File: config.mk
export PLATFORM = sky130hd
export DESIGN_NAME = uart_tx_arbiter_flat
export DESIGN_NICKNAME = d
export VERILOG_FILES = /design/src/rtl/uart_tx_arbiter_pkg.sv /design/src/rtl/uart_tx_arbiter_if.sv /design/src/rtl/uart_tx_arbiter_rr_pick.sv /design/src/rtl/uart_tx_arbiter.sv /design/src/flat_wrapper.sv
export SDC_FILE = /design/constraint.sdc
export NUM_CORES = 1
export LEC_CHECK = 0
export BUFFER_PORTS_ARGS = -buffer_cell sky130_fd_sc_hd__buf_2
export CORE_AREA = 2 2 67 69
export DETAILED_ROUTE_END_ITERATION = 8
export DIE_AREA = 0 0 69 71
export GPL_TIMING_DRIVEN = 0
export MAX_ROUTING_LAYER = met4
export PLACE_DENSITY = 0.6
export SYNTH_ARGS = -nofsm -noshare
export SYNTH_HDL_FRONTEND = slang
export SYNTH_SLANG_ARGS = --single-unit
File: constraint.sdc
create_clock -name clk -period 2.3 [get_ports clk]
set_clock_uncertainty 0.1 [all_clocks]
set_input_delay 0.345 -clock clk [delete_from_list [all_inputs] [get_ports clk]]
set_output_delay 0.345 -clock clk [all_outputs]
set_load 0.01 [all_outputs]
File: src/rtl/uart_tx_arbiter_pkg.sv
// Shared types and elaboration-time helpers for the UART TX packet arbiter
// and its round-robin picker.
package uart_arb_pkg;

    typedef enum logic [1:0] {
        IDLE  = 2'd0,
        XFER  = 2'd1,
        DRAIN = 2'd2
    } arb_state_t;

    // Ceiling log2 for sizing counters and pointers; returns 0 for v <= 1.
    function automatic int clog2(input int v);
        int r;
        r = 0;
        for (int i = 0; i < 31; i++) begin
            if ((1 << i) < v) begin
                r = i + 1;
            end
        end
        return r;
    endfunction

endpackage

File: src/rtl/uart_tx_arbiter_if.sv
// Producer-side and TX-FIFO-side byte handshakes of the arbiter, bundled into
// one interface.
// Handshake rule for every valid/ready pair below: a byte moves on a rising
// clk edge where valid and ready are both high; valid never waits on ready.
interface uart_tx_arb_if #(
    parameter int REQ_COUNT  = 3,
    parameter int DATA_WIDTH = 8
);
    logic [REQ_COUNT-1:0]            req_valid;
    logic [REQ_COUNT*DATA_WIDTH-1:0] req_data;
    logic [REQ_COUNT-1:0]            req_last;
    logic [REQ_COUNT-1:0]            req_ready;
    logic [DATA_WIDTH-1:0]           out_data;
    logic                            out_valid;
    logic                            out_ready;

    // master: the arbiter itself; slave: the producers plus the TX FIFO.
    modport master (
        input  req_valid, req_data, req_last, out_ready,
        output req_ready, out_data, out_valid
    );

    modport slave (
        output req_valid, req_data, req_last, out_ready,
        input  req_ready, out_data, out_valid
    );
endinterface

File: src/rtl/uart_tx_arbiter_rr_pick.sv
// Combinational round-robin picker: one-hot of the first set request at or
// after the start pointer, scanning upward with wrap.
module rr_pick
    import uart_arb_pkg::*;
#(
    parameter int N  = 4,
    parameter int PW = clog2(N)
) (
    input  logic [N-1:0]  req_i,
    input  logic [PW-1:0] start_i,
    output logic [N-1:0]  onehot_o,
    output logic          found_o
);

    logic [PW:0]   sum;
    logic [PW-1:0] idx;

    always_comb begin
        onehot_o = '0;
        found_o  = 1'b0;
        sum      = '0;
        idx      = '0;
        for (int k = 0; k < N; k++) begin
            // start_i < N and k < N, so one conditional subtract is a full modulo.
            sum = {1'b0, start_i} + (PW+1)'(k);
            if (sum >= (PW+1)'(N)) begin
                sum = sum - (PW+1)'(N);
            end
            idx = sum[PW-1:0];
            if (!found_o && req_i[idx]) begin
                onehot_o[idx] = 1'b1;
                found_o       = 1'b1;
            end
        end
    end

endmodule

File: src/rtl/uart_tx_arbiter.sv
// Packet-level round-robin arbiter sharing the UART TX FIFO write port among
// several producers; forwards whole packets and truncates overlong ones.
module uart_tx_arbiter
    import uart_arb_pkg::*;
#(
    parameter int DATA_WIDTH  = 8,
    parameter int REQ_COUNT   = 3,
    parameter int MAX_PKT_LEN = 16
) (
    input  logic                 clk,
    input  logic                 rst_n,
    input  logic                 ena,
    uart_tx_arb_if.master        bus,
    output logic [REQ_COUNT-1:0] grant,
    output logic                 busy,
    output logic                 truncated,
    output arb_state_t           state_o
);

    localparam int CNT_W = clog2(MAX_PKT_LEN + 1);
    localparam int PTR_W = clog2(REQ_COUNT);

    arb_state_t           state_q, state_d;
    logic [REQ_COUNT-1:0] grant_q, grant_d;
    logic [PTR_W-1:0]     ptr_q, ptr_d;
    logic [CNT_W-1:0]     cnt_q, cnt_d;
    logic                 trunc_q, trunc_d;

    logic [REQ_COUNT-1:0]  pick_onehot;
    logic                  pick_found;
    logic [PTR_W-1:0]      g_idx;
    logic [PTR_W-1:0]      ptr_next;
    logic [CNT_W-1:0]      cnt_inc;
    logic [DATA_WIDTH-1:0] sel_data;
    logic                  sel_valid;
    logic                  sel_last;
    logic                  in_xfer;
    logic                  in_drain;
    logic                  xfer_fire;
    logic                  drain_fire;

    rr_pick #(
        .N  (REQ_COUNT),
        .PW (PTR_W)
    ) u_pick (
        .req_i    (bus.req_valid),
        .start_i  (ptr_q),
        .onehot_o (pick_onehot),
        .found_o  (pick_found)
    );

    // Owner index and byte mux; both collapse to zero while grant is empty.
    always_comb begin
        g_idx    = '0;
        sel_data = '0;
        for (int i = 0; i < REQ_COUNT; i++) begin
            if (grant_q[i]) begin
                g_idx    = PTR_W'(i);
                sel_data = sel_data | bus.req_data[i*DATA_WIDTH +: DATA_WIDTH];
            end
        end
    end

    assign sel_valid = |(bus.req_valid & grant_q);
    assign sel_last  = |(bus.req_last & grant_q);
    assign ptr_next  = (g_idx == PTR_W'(REQ_COUNT - 1)) ? '0 : g_idx + PTR_W'(1);
    assign cnt_inc   = cnt_q + CNT_W'(1);

    // ena low blanks both handshakes so nothing can move while frozen.
    assign in_xfer    = ena && (state_q == XFER);
    assign in_drain   = ena && (state_q == DRAIN);
    assign xfer_fire  = in_xfer && sel_valid && bus.out_ready;
    assign drain_fire = in_drain && sel_valid && sel_last;

    assign bus.out_data  = sel_data;
    assign bus.out_valid = in_xfer && sel_valid;
    assign bus.req_ready = ((in_xfer && bus.out_ready) || in_drain) ? grant_q : '0;

    always_comb begin
        state_d = state_q;
        grant_d = grant_q;
        ptr_d   = ptr_q;
        cnt_d   = cnt_q;
        trunc_d = 1'b0;
        if (ena) begin
            case (state_q)
                IDLE: begin
                    if (pick_found) begin
                        grant_d = pick_onehot;
                        cnt_d   = '0;
                        state_d = XFER;
                    end
                end
                XFER: begin
                    if (xfer_fire) begin
                        cnt_d = cnt_inc;
                        // A last byte landing exactly on the limit is a clean end.
                        if (sel_last) begin
                            state_d = IDLE;
                            grant_d = '0;
                            ptr_d   = ptr_next;
                        end else if (cnt_inc == CNT_W'(MAX_PKT_LEN)) begin
                            trunc_d = 1'b1;
                            state_d = DRAIN;
                        end
                    end
                end
                DRAIN: begin
                    if (drain_fire) begin
                        state_d = IDLE;
                        grant_d = '0;
                        ptr_d   = ptr_next;
                    end
                end
                default: begin
                    state_d = IDLE;
                    grant_d = '0;
                end
            endcase
        end
    end

    always_ff @(posedge clk or negedge rst_n) begin
        if (!rst_n) begin
            state_q <= IDLE;
            grant_q <= '0;
            ptr_q   <= '0;
            cnt_q   <= '0;
            trunc_q <= 1'b0;
        end else begin
            state_q <= state_d;
            grant_q <= grant_d;
            ptr_q   <= ptr_d;
            cnt_q   <= cnt_d;
            trunc_q <= trunc_d;
        end
    end

    assign grant     = grant_q;
    assign busy      = (state_q != IDLE);
    assign truncated = trunc_q;
    assign state_o   = state_q;

endmodule

File: src/flat_wrapper.sv
// flat-port wrapper written by rule: the top's interface ports become plain ports
module uart_tx_arbiter_flat import uart_arb_pkg::*;
#(
    parameter int DATA_WIDTH  = 8,
    parameter int REQ_COUNT   = 3,
    parameter int MAX_PKT_LEN = 16
)
  (clk, rst_n, ena, grant, busy, truncated, state_o, bus_req_valid, bus_req_data, bus_req_last, bus_out_ready, bus_req_ready, bus_out_data, bus_out_valid);
  uart_tx_arb_if #(.REQ_COUNT(REQ_COUNT), .DATA_WIDTH(DATA_WIDTH)) bus_i ();
  input  logic clk;
  input  logic rst_n;
  input  logic ena;
  output logic [REQ_COUNT-1:0] grant;
  output logic busy;
  output logic truncated;
  output arb_state_t state_o;
  input wire logic [$bits(bus_i.req_valid)-1:0] bus_req_valid;
  input wire logic [$bits(bus_i.req_data)-1:0] bus_req_data;
  input wire logic [$bits(bus_i.req_last)-1:0] bus_req_last;
  input wire logic [$bits(bus_i.out_ready)-1:0] bus_out_ready;
  output wire logic [$bits(bus_i.req_ready)-1:0] bus_req_ready;
  output wire logic [$bits(bus_i.out_data)-1:0] bus_out_data;
  output wire logic [$bits(bus_i.out_valid)-1:0] bus_out_valid;
  assign bus_i.req_valid = bus_req_valid;
  assign bus_i.req_data = bus_req_data;
  assign bus_i.req_last = bus_req_last;
  assign bus_i.out_ready = bus_out_ready;
  assign bus_req_ready = bus_i.req_ready;
  assign bus_out_data = bus_i.out_data;
  assign bus_out_valid = bus_i.out_valid;
  uart_tx_arbiter #(.DATA_WIDTH(DATA_WIDTH), .REQ_COUNT(REQ_COUNT), .MAX_PKT_LEN(MAX_PKT_LEN)) u_core (.clk(clk), .rst_n(rst_n), .ena(ena), .bus(bus_i), .grant(grant), .busy(busy), .truncated(truncated), .state_o(state_o));
endmodule
==> impl_metrics.py, run 1 <==
metrics = {
    "critical_path": {
        "start_kind": "register",
        "critical-path-top-delay-family": "compound AO/OA/AOI/OAI gates",
        "end_kind": "register",
        "required_ns": 2.33,
        "path_cells": "inv_2 > ha_4 > mux2_4 > a222oi_1 > and2_1 > a221o_2 > mux2_4",
        "path_max_fanout": 3,
        "cp.arrival_ns": 2.31,
        "cpMostUsedCell": "mux2_4",
        "crit_type": "register to register",
        "path_buf_inv": 1,
        "slowest_stage": "a222oi_1",
        "critPathMaxStageDelay_ns": 0.41,
    },
    "detailed_routing": {
        "wl_per_cell_um": 13.23,
        "routed-via-count": 1371,
        "first_pass_iters": 6,
        "postRouteAntennaNets": 0,
        "avgViaCountPerCell": 5.314,
        "wirelength_mm": 3.414,
        "drcViolationCount": 0,
        "drt-initial-drc-count": 116,
    },
    "logic_synthesis": {
        "avgSynthCellArea_um2": 8.526,
        "synth_top_family_by_area": "compound AO/OA/AOI/OAI gates",
        "synth_ff_type": "dfrtp_1",
        "synthAdderAreaFrac_pct": 5.241,
        "synth-seq-cells": 13,
        "synthesis.nets": 179,
        "synth-compound-area-share_pct": 26.31,
        "netlist_instances": 140,
        "yosys_warnings": 0,
        "async_reset_ff_share_pct": 100.0,
        "syn_area_um2": 1194,
        "synthMuxAreaShare_pct": 12.58,
        "ys_types": 42,
        "synthSimpleGateAreaFrac_pct": 21.07,
        "synth_edf_count": 0,
        "synth_xor_area_share_pct": 0,
        "synth-seq-area-share_pct": 27.25,
    },
    "power_and_ir_drop": {
        "power.leakage_uw": 0.0008522,
        "power_density_nw_per_um2": 928.4,
        "vdd_drop_max_v": 0.0002501,
        "total_power_uw": 1565,
    },
    "place": {
        "pre_cts_slack_ns": -0.1717,
        "placed_cells": 244,
        "hpwl_mm": 2.496,
        "dpl_cell_area_um2": 1519,
        "portBuffers": 52,
        "place_congestion": 0.8277,
    },
    "timing": {
        "maxSlewHeadroom_pct": 49.23,
        "setup_violations": 0,
        "post-route-min-period_ns": 2.275,
        "max_freq_mhz": 439.5,
        "finalCritPeriodShare_pct": 98.93,
        "slew_violations": 0,
        "tightest_slew_ns": 0.7616,
        "rsz0062_at_grt": "true",
        "hold_violations": 0,
        "timing.final.ws_setup_ns": 0.02464,
    },
    "global_routing": {
        "grt_pass1_wl_mm": 5.713,
        "track_usage_pct": 14.29,
        "grt_pass1_vias": 1292,
        "antenna_found_initial": 0,
        "grt_max_degree": 14,
        "overflow": 0,
    },
    "finish": {
        "fin_cells": 258,
        "stdcell_area_um2": 1685,
        "layout-drive-gt1-share_pct": 42.23,
        "diodes": 0,
        "final_nets": 246,
        "areaGrowthSynthToFinish_pct": 41.20,
    },
    "flow_run": {
        "max_cap_viol_count": 0,
    },
    "floorplanning": {
        "fp.dieH_um": 71,
        "core_area_um2": 4204,
        "ios": 53,
        "die_area_um2": 4899,
        "initial_core_util_pct": 28.39,
        "row_count": 24,
        "die_width_um": 69,
    },
    "cts": {
        "clk_pin_slew_ns": 0.06,
        "cts.sinks": 13,
        "clockRootBuffer": "clkbuf_8",
        "clockBufferDepth": 2,
        "cts_tree": "yes",
        "insertion_delay_ns": 0.25,
        "numCtsBuffers": 3,
        "h-tree-depth": 1,
    },
    "hold_path": {
        "hp-class": "input port to register",
    },
    "run_status": {
        "outcome": "complete, no violations",
    },
}
area by class of cell:
class                           count  area (um^2)
Sequential cell                    13        326.6
Tap cell                           52        65.06
Timing Repair Buffer               63        349.1
Inverter                           16        63.81
Fill cell                         438         2519
Multi-Input combinational cell    105        817.0
Buffer                              5        18.77
Clock buffer                        4        45.04
report_power, final:
part	total, uW	switching, uW	internal (uW)
clock network	214	91.1	123
registers	364	77.9	286
logic	987	468	519
cells in the final DEF, fill, tap and decap left out, drive strengths merged, types with 3 or more instances in the layout:
master / n
ha: 5
nor2: 6
mux2i: 6
a21oi: 7
buf: 63
nand4: 3
nor3b: 3
o21ai: 7
nand2b: 5
a222oi: 11
dfrtp: 13
mux2: 7
nand2: 12
inv: 15
clkbuf: 8
and2: 4
sequential cells by signal, indices dropped and copies added, names as in the netlist:
register	cells
u_core.cnt_q	5
u_core.grant	3
u_core.ptr_q	2
u_core.state_o	2
u_core.truncated	1
layer usage:
layer	GRT usage (%)	up-vias	routed length, um
met3	2.137	6	252
met2	24.25	70	1586
met5	-	-	0
li1	-	664	-
met4	5.011	0	57
met1	17.36	631	1517
worst reg2reg max path, cell delays in order (launching register included):
cell and delay [ns]:
dfrtp_1 0.39, inv_2 0.08, ha_4 0.15, mux2_4 0.30, a222oi_1 0.41, and2_1 0.22
a221o_2 0.21, mux2_4 0.30
cell usage after synthesis (3+ instances only):
library cell	n	area share [%]
nand4_1	3	1.6
a21oi_1	7	2.9
dfrtp_1	13	27
mux2i_1	6	5.0
inv_1	16	5.0
nand2b_1	5	2.6
mux2_4	3	3.8
nor3b_1	3	1.9
clkbuf_1	4	1.3
ha_1	5	5.2
nor2_1	6	1.9
and2_1	4	2.1
mux2_2	3	2.8
nand2_1	12	3.8
o21ai_0	6	2.5
a222oi_1	11	9.2
metrics by stage:
stage	hold slack [ns]	TNS (ns)	utilization (%)
final	0.3572	0	40.09
after global routing	0.3642	-0.1975	40.09
after CTS	0.3293	-0.1358	38.81
after detailed placement	0.1551	-0.4006	36.13
after global placement	0.1533	-0.4033	36.13
after floorplan	-0.05059	0	-
repair_timing:
item,CTS,global route
setup buffers,7,3
endpoints found under the setup margin,4,10
resized for setup,2,10
hold endpoints to repair,13,0
hold buffers,1,0
pin swaps,4,5
path summary, 6_finish.rpt:
check | start | to | cells after the start | slack, ns
hold reg to reg | u_core.cnt_q[4] | u_core.cnt_q[4] | 1 | 0.42
min in group asynchronous | rst_n | u_core.state_o[0] | 2 | 0.42
hold / removal | bus_out_ready | u_core.state_o[1] | 3 | 0.36
max in group asynchronous | rst_n | u_core.ptr_q[0] | 2 | 1.42
setup reg to reg | u_core.ptr_q[1] | u_core.grant[2] | 7 | 0.02
setup / recovery | u_core.ptr_q[1] | u_core.grant[2] | 7 | 0.02
cells by family (layout without fill, tap and decap cells):
| kind of cell | after synthesis | in the layout |
|---|---|---|
| compound gates | 41 | 41 |
| mux | 13 | 13 |
| buf+inv | 22 | 88 |
| flops | 13 | 13 |
| fa+ha+maj | 5 | 5 |
| simple gates | 46 | 46 |
No activity file was read; power rests on OpenSTA's default activity.
==> run 2: changes to the inputs <==
--- a/config.mk
+++ b/config.mk
@@ -6,12 +6,14 @@
 export NUM_CORES = 1
 export LEC_CHECK = 0
 export BUFFER_PORTS_ARGS = -buffer_cell sky130_fd_sc_hd__buf_2
+export CELL_PAD_IN_SITES_DETAIL_PLACEMENT = 0
+export CELL_PAD_IN_SITES_GLOBAL_PLACEMENT = 1
 export CORE_AREA = 2 2 67 69
 export DETAILED_ROUTE_END_ITERATION = 8
 export DIE_AREA = 0 0 69 71
 export GPL_TIMING_DRIVEN = 0
 export MAX_ROUTING_LAYER = met4
-export PLACE_DENSITY = 0.6
+export PLACE_DENSITY = 0.75
 export SYNTH_ARGS = -nofsm -noshare
 export SYNTH_HDL_FRONTEND = slang
 export SYNTH_SLANG_ARGS = --single-unit
==> constraint.sdc (replaced) <==
create_clock -name clk -period 2.9 [get_ports clk]
set_clock_uncertainty 0.1 [all_clocks]
set_input_delay 0.435 -clock clk [delete_from_list [all_inputs] [get_ports clk]]
set_output_delay 0.435 -clock clk [all_outputs]
set_load 0.01 [all_outputs]
==> run 2 against run 1 <==
Net effect:
- total power shrank 34%
- global-route usage shrank 0.75 points
- sequential power down 22%
- maximum frequency is 10% lower
- routed wire length is 5.7% lower
- register-to-register slack improved by 0.35 ns
==> impl_metrics.py, run 2 (synthesis gave the netlist of run 1 again) <==
metrics = {
    "timing": {
        "finalCritPeriodShare_pct": 87.17,
        "rsz0062_at_grt": "false",
        "setup_violations": 0,
        "hold_violations": 0,
        "max_freq_mhz": 395.6,
        "finalSetupTns_ns": 0,
        "slew_violations": 0,
        "maxSlewHeadroom_pct": 55.77,
        "timing.final.ws_setup_ns": 0.3722,
        "tightest_slew_ns": 0.6635,
        "post-route-min-period_ns": 2.528,
    },
    "place": {
        "place_congestion": 0.8077,
        "pre_cts_slack_ns": 0.3578,
        "placed_cells": 244,
        "dpl_cell_area_um2": 1519,
        "portBuffers": 52,
        "hpwl_mm": 2.514,
    },
    "critical_path": {
        "crit_type": "register to register",
        "cp.arrival_ns": 2.56,
        "start_kind": "register",
        "path_cells": "inv_1 > ha_1 > buf_6 > mux2_4 > a222oi_1 > and2_1 > a221o_2 > mux2_4",
        "cpMostUsedCell": "mux2_4",
        "end_kind": "register",
        "path_max_fanout": 7,
        "critPathMaxStageDelay_ns": 0.48,
        "slowest_stage": "a222oi_1",
        "required_ns": 2.93,
        "ff2ff_setup_slack_ns": 0.37,
    },
    "floorplanning": {
        "row_count": 24,
        "die_width_um": 69,
        "ios": 53,
        "die_area_um2": 4899,
        "initial_core_util_pct": 28.39,
        "fp.dieH_um": 71,
        "core_area_um2": 4204,
    },
    "detailed_routing": {
        "drcViolationCount": 0,
        "wirelength_mm": 3.221,
        "drt-initial-drc-count": 108,
        "postRouteAntennaNets": 0,
        "routed-via-count": 1298,
        "avgViaCountPerCell": 5.213,
        "wl_per_cell_um": 12.94,
        "first_pass_iters": 4,
    },
    "finish": {
        "stdcell_area_um2": 1574,
        "mostFrequentLayoutCells": "52 x buf_2, 16 x inv_1, 13 x dfrtp_1, 12 x nand2_1, 11 x a222oi_1",
        "largest_register": "u_core.cnt_q",
        "layout-drive-gt1-share_pct": 34.52,
        "final_nets": 237,
        "areaGrowthSynthToFinish_pct": 31.87,
        "fin_cells": 249,
        "largest_reg_flops": 5,
        "final_common_cell": "buf_2",
        "diodes": 0,
    },
    "cts": {
        "clockBufferDepth": 2,
        "insertion_delay_ns": 0.24,
        "ctsResizeCount": 0,
        "h-tree-depth": 1,
        "cts_setup_buffers": 0,
        "clk_pin_slew_ns": 0.06,
        "holdBufCountCts": 1,
        "cts.sinks": 13,
        "cts_tree": "yes",
        "numCtsBuffers": 3,
        "clockRootBuffer": "clkbuf_8",
    },
    "global_routing": {
        "track_usage_pct": 13.55,
        "grt_max_degree": 14,
        "antenna_found_initial": 0,
        "overflow": 0,
        "grt_pass1_vias": 1177,
        "grt_pass1_wl_mm": 5.340,
    },
    "flow_run": {
        "max_cap_viol_count": 0,
    },
    "power_and_ir_drop": {
        "vdd_drop_max_v": 0.0001906,
        "power.leakage_uw": 0.0008180,
        "power_density_nw_per_um2": 661.1,
    },
    "hold_path": {
        "hp-class": "input port to register",
    },
    "run_status": {
        "outcome": "complete, no violations",
    },
}
run 2: layout make-up:
class                           instances  area (um^2)
Timing Repair Buffer                   53        270.3
Sequential cell                        13        325.3
Multi-Input combinational cell        105        778.2
Buffer                                  6        30.03
Clock buffer                            4        45.04
Inverter                               16        60.06
Tap cell                               52        65.06
Fill cell                             450         2630
run 2: metrics by stage:
stage | total power (uW) | hold slack, ns | utilization (%)
global route | 1133 | 0.4476 | 37.44
detailed placement | 878.7 | 0.2435 | 36.13
global placement | 879.5 | 0.2433 | 36.13
finish | 1041 | 0.4239 | 37.44
CTS | 1051 | 0.4114 | 37.44
floorplan | 719.5 | 0.03941 | -
run 2: critical path, delay by kind of cell (launching register included):
| kind | cells | cell delay, ns |
|---|---|---|
| compound gates | 2 | 0.70 |
| mux | 2 | 0.60 |
| flops | 1 | 0.40 |
| buf+inv | 2 | 0.23 |
| simple gates | 1 | 0.22 |
| fa+ha+maj | 1 | 0.16 |
run 2: path summary, 6_finish.rpt:
| check | start | end | cells past startpoint |
|---|---|---|---|
| worst max register to register | u_core.ptr_q[1] | u_core.grant[2] | 8 |
| worst min register to register | u_core.cnt_q[4] | u_core.cnt_q[4] | 1 |
| max in group asynchronous | rst_n | u_core.state_o[0] | 2 |
| worst min-delay path | bus_out_ready | u_core.state_o[1] | 3 |
| min in group asynchronous | rst_n | u_core.ptr_q[1] | 2 |
| worst max-delay path | u_core.ptr_q[1] | u_core.grant[2] | 8 |
run 2: routing by layer:
layer	part of all wire [%]	up-vias	track usage (%)
met2	45	58	21.26
li1	-	643	-
met4	1.0	0	4.575
met3	7.1	4	1.567
met1	46	593	18.20
met5	0	-	-
run 2: where the power goes:
group          internal (uW)  switching (uW)
sequential               225            58.1
combinational            282             311
clock                   97.1            67.2
total                    604             436
==> run 3: changes to the inputs <==
==> constraint.sdc (replaced) <==
create_clock -name clk -period 2.6 [get_ports clk]
set_clock_uncertainty 0.1 [all_clocks]
set_input_delay 0.39 -clock clk [delete_from_list [all_inputs] [get_ports clk]]
set_output_delay 0.39 -clock clk [all_outputs]
set_load 0.01 [all_outputs]
==> run 3 against run 2 <==
Net effect:
- routed wire length increased by 0.19%
- worst hold slack got worse by 0.044 ns
- sequential share of layout area decreased by 0.098 points
- highest routed layer unchanged
==> impl_metrics.py, run 3 (synthesis gave the netlist of run 1 again) <==
metrics = {
    "run_status": {
        "outcome": "complete, no violations",
    },
    "power_and_ir_drop": {
        "p_sw_uw": 489.7,
        "clkPwrFrac_pct": 15.5,
        "seqPwrFrac_pct": 26.8,
        "pwr-share-comb_pct": 57.7,
        "power.leakage_uw": 0.0008230,
        "vdd_drop_max_v": 0.0002122,
        "internal-power_uw": 689.6,
        "swShare_pct": 41.52,
        "power_density_nw_per_um2": 745.7,
    },
    "finish": {
        "final_nets": 238,
        "largest_register": "u_core.cnt_q",
        "mostFrequentLayoutCells": "52 x buf_2, 16 x inv_1, 13 x dfrtp_1, 12 x nand2_1, 11 x a222oi_1",
        "post-route-util_pct": 37.62,
        "layout-drive-gt1-share_pct": 34.85,
        "final_common_cell": "buf_2",
        "diodes": 0,
        "areaGrowthSynthToFinish_pct": 32.50,
        "largest_reg_flops": 5,
    },
    "timing": {
        "tightest_slew_ns": 0.6667,
        "max_freq_mhz": 405.4,
        "post-route-min-period_ns": 2.467,
        "slew_violations": 0,
        "finalCritPeriodShare_pct": 94.88,
        "timing.final.ws_setup_ns": 0.1332,
        "maxSlewHeadroom_pct": 55.55,
        "finalSetupTns_ns": 0,
        "hold_violations": 0,
        "setup_violations": 0,
        "rsz0062_at_grt": "false",
    },
    "detailed_routing": {
        "first_pass_iters": 5,
        "avgViaCountPerCell": 5.252,
        "wl_per_cell_um": 12.91,
        "wirelength_mm": 3.227,
        "drt-initial-drc-count": 124,
        "postRouteAntennaNets": 0,
        "routed-via-count": 1313,
        "drcViolationCount": 0,
    },
    "cts": {
        "h-tree-depth": 1,
        "insertion_delay_ns": 0.24,
        "ctsResizeCount": 0,
        "cts.sinks": 13,
        "clockBufferDepth": 2,
        "clk_pin_slew_ns": 0.06,
        "clockRootBuffer": "clkbuf_8",
        "numCtsBuffers": 3,
        "cts_tree": "yes",
    },
    "place": {
        "place_congestion": 0.8077,
        "portBuffers": 52,
        "hpwl_mm": 2.514,
        "pre_cts_slack_ns": 0.05781,
    },
    "critical_path": {
        "critPathMaxStageDelay_ns": 0.40,
        "critical-path-top-delay-family": "multiplexers",
        "path_buf_inv": 3,
        "crit_type": "register to register",
        "cpMostUsedCell": "mux2_4",
        "start_kind": "register",
        "cp.arrival_ns": 2.49,
        "end_kind": "register",
        "path_max_fanout": 7,
        "slowest_stage": "dfrtp_1",
        "required_ns": 2.63,
        "path_cells": "inv_1 > ha_1 > buf_6 > mux2_4 > a222oi_1 > buf_4 > and2_1 > a221o_2 > mux2_4",
    },
    "flow_run": {
        "max_cap_viol_count": 0,
    },
    "floorplanning": {
        "die_width_um": 69,
        "die_area_um2": 4899,
        "initial_core_util_pct": 28.39,
        "ios": 53,
        "fp.dieH_um": 71,
        "row_count": 24,
        "core_area_um2": 4204,
    },
    "hold_path": {
        "hp-class": "input port to register",
    },
    "global_routing": {
        "grt_max_degree": 14,
        "antenna_found_initial": 0,
        "track_usage_pct": 13.55,
        "grt_pass1_wl_mm": 5.340,
        "overflow": 0,
        "grt_pass1_vias": 1177,
    },
}
## run 3: cell count changes in the layout (fill, tap and decap cells not counted)
cell / before / now
buf_4: 0 / 1
## run 3: power groups by stage
| stage | Combinational (uW) | Sequential, uW | Clock [uW] |
|---|---|---|---|
| floorplan | 496 | 307 | 0 |
| global placement | 664 | 317 | 0 |
| detailed placement | 662 | 318 | 0 |
| CTS | 665 | 315 | 192 |
| global route | 754 | 327 | 202 |
| finish | 681 | 316 | 182 |
## run 3: layer usage
layer  GRT usage, %  part of all wire, %  up-vias
met5              -                    0        -
met4          4.575                  1.0        0
met3          1.567                  6.4        4
met2          21.26                   45       49
met1          18.20                   47      614
li1               -                    -      646
## run 3: tightest hold or removal path, stage by stage
cell     delay [ns]
buf_2          0.13
nand4_1        0.08
a21oi_1        0.07
## run 3: through the flow
stage / hold slack [ns] / cell area [um^2] / power (uW) / cells
2_1_floorplan: -0.005591 / 1194 / 802.5 / 140
3_3_place_gp: 0.1983 / 1519 / 981.0 / 244
3_5_place_dp: 0.1985 / 1519 / 980.1 / 244
4_1_cts: 0.3705 / 1574 / 1172 / 249
5_1_grt: 0.4026 / 1582 / 1283 / 250
6_report: 0.3799 / 1582 / 1179 / 250
## run 3: layout make-up
| class | instances | area (um^2) |
|---|---|---|
| Timing Repair Buffer | 54 | 277.8 |
| Sequential cell | 13 | 325.3 |
| Inverter | 16 | 60.06 |
| Buffer | 6 | 30.03 |
| Multi-Input combinational cell | 105 | 778.2 |
| Fill cell | 450 | 2623 |
| Tap cell | 52 | 65.06 |
| Clock buffer | 4 | 45.04 |
## run 3: final timing paths
path | start | slack, ns | endpoint | cells past startpoint
min in group asynchronous | rst_n | 0.46 | u_core.ptr_q[1] | 2
max in group asynchronous | rst_n | 1.71 | u_core.state_o[0] | 2
worst min register to register | u_core.cnt_q[4] | 0.42 | u_core.cnt_q[4] | 1
worst min-delay path | bus_out_ready | 0.38 | u_core.state_o[1] | 3
worst max-delay path | u_core.ptr_q[1] | 0.13 | u_core.grant[1] | 9
worst max register to register | u_core.ptr_q[1] | 0.13 | u_core.grant[1] | 9
## run 3: what timing repair did
item | 4_1_cts | 5_1_grt
setup endpoints to repair | 0 | 2
buffers inserted | 0 | 1
hold buffers | 1 | 0
hold endpoints to repair | 13 | 0
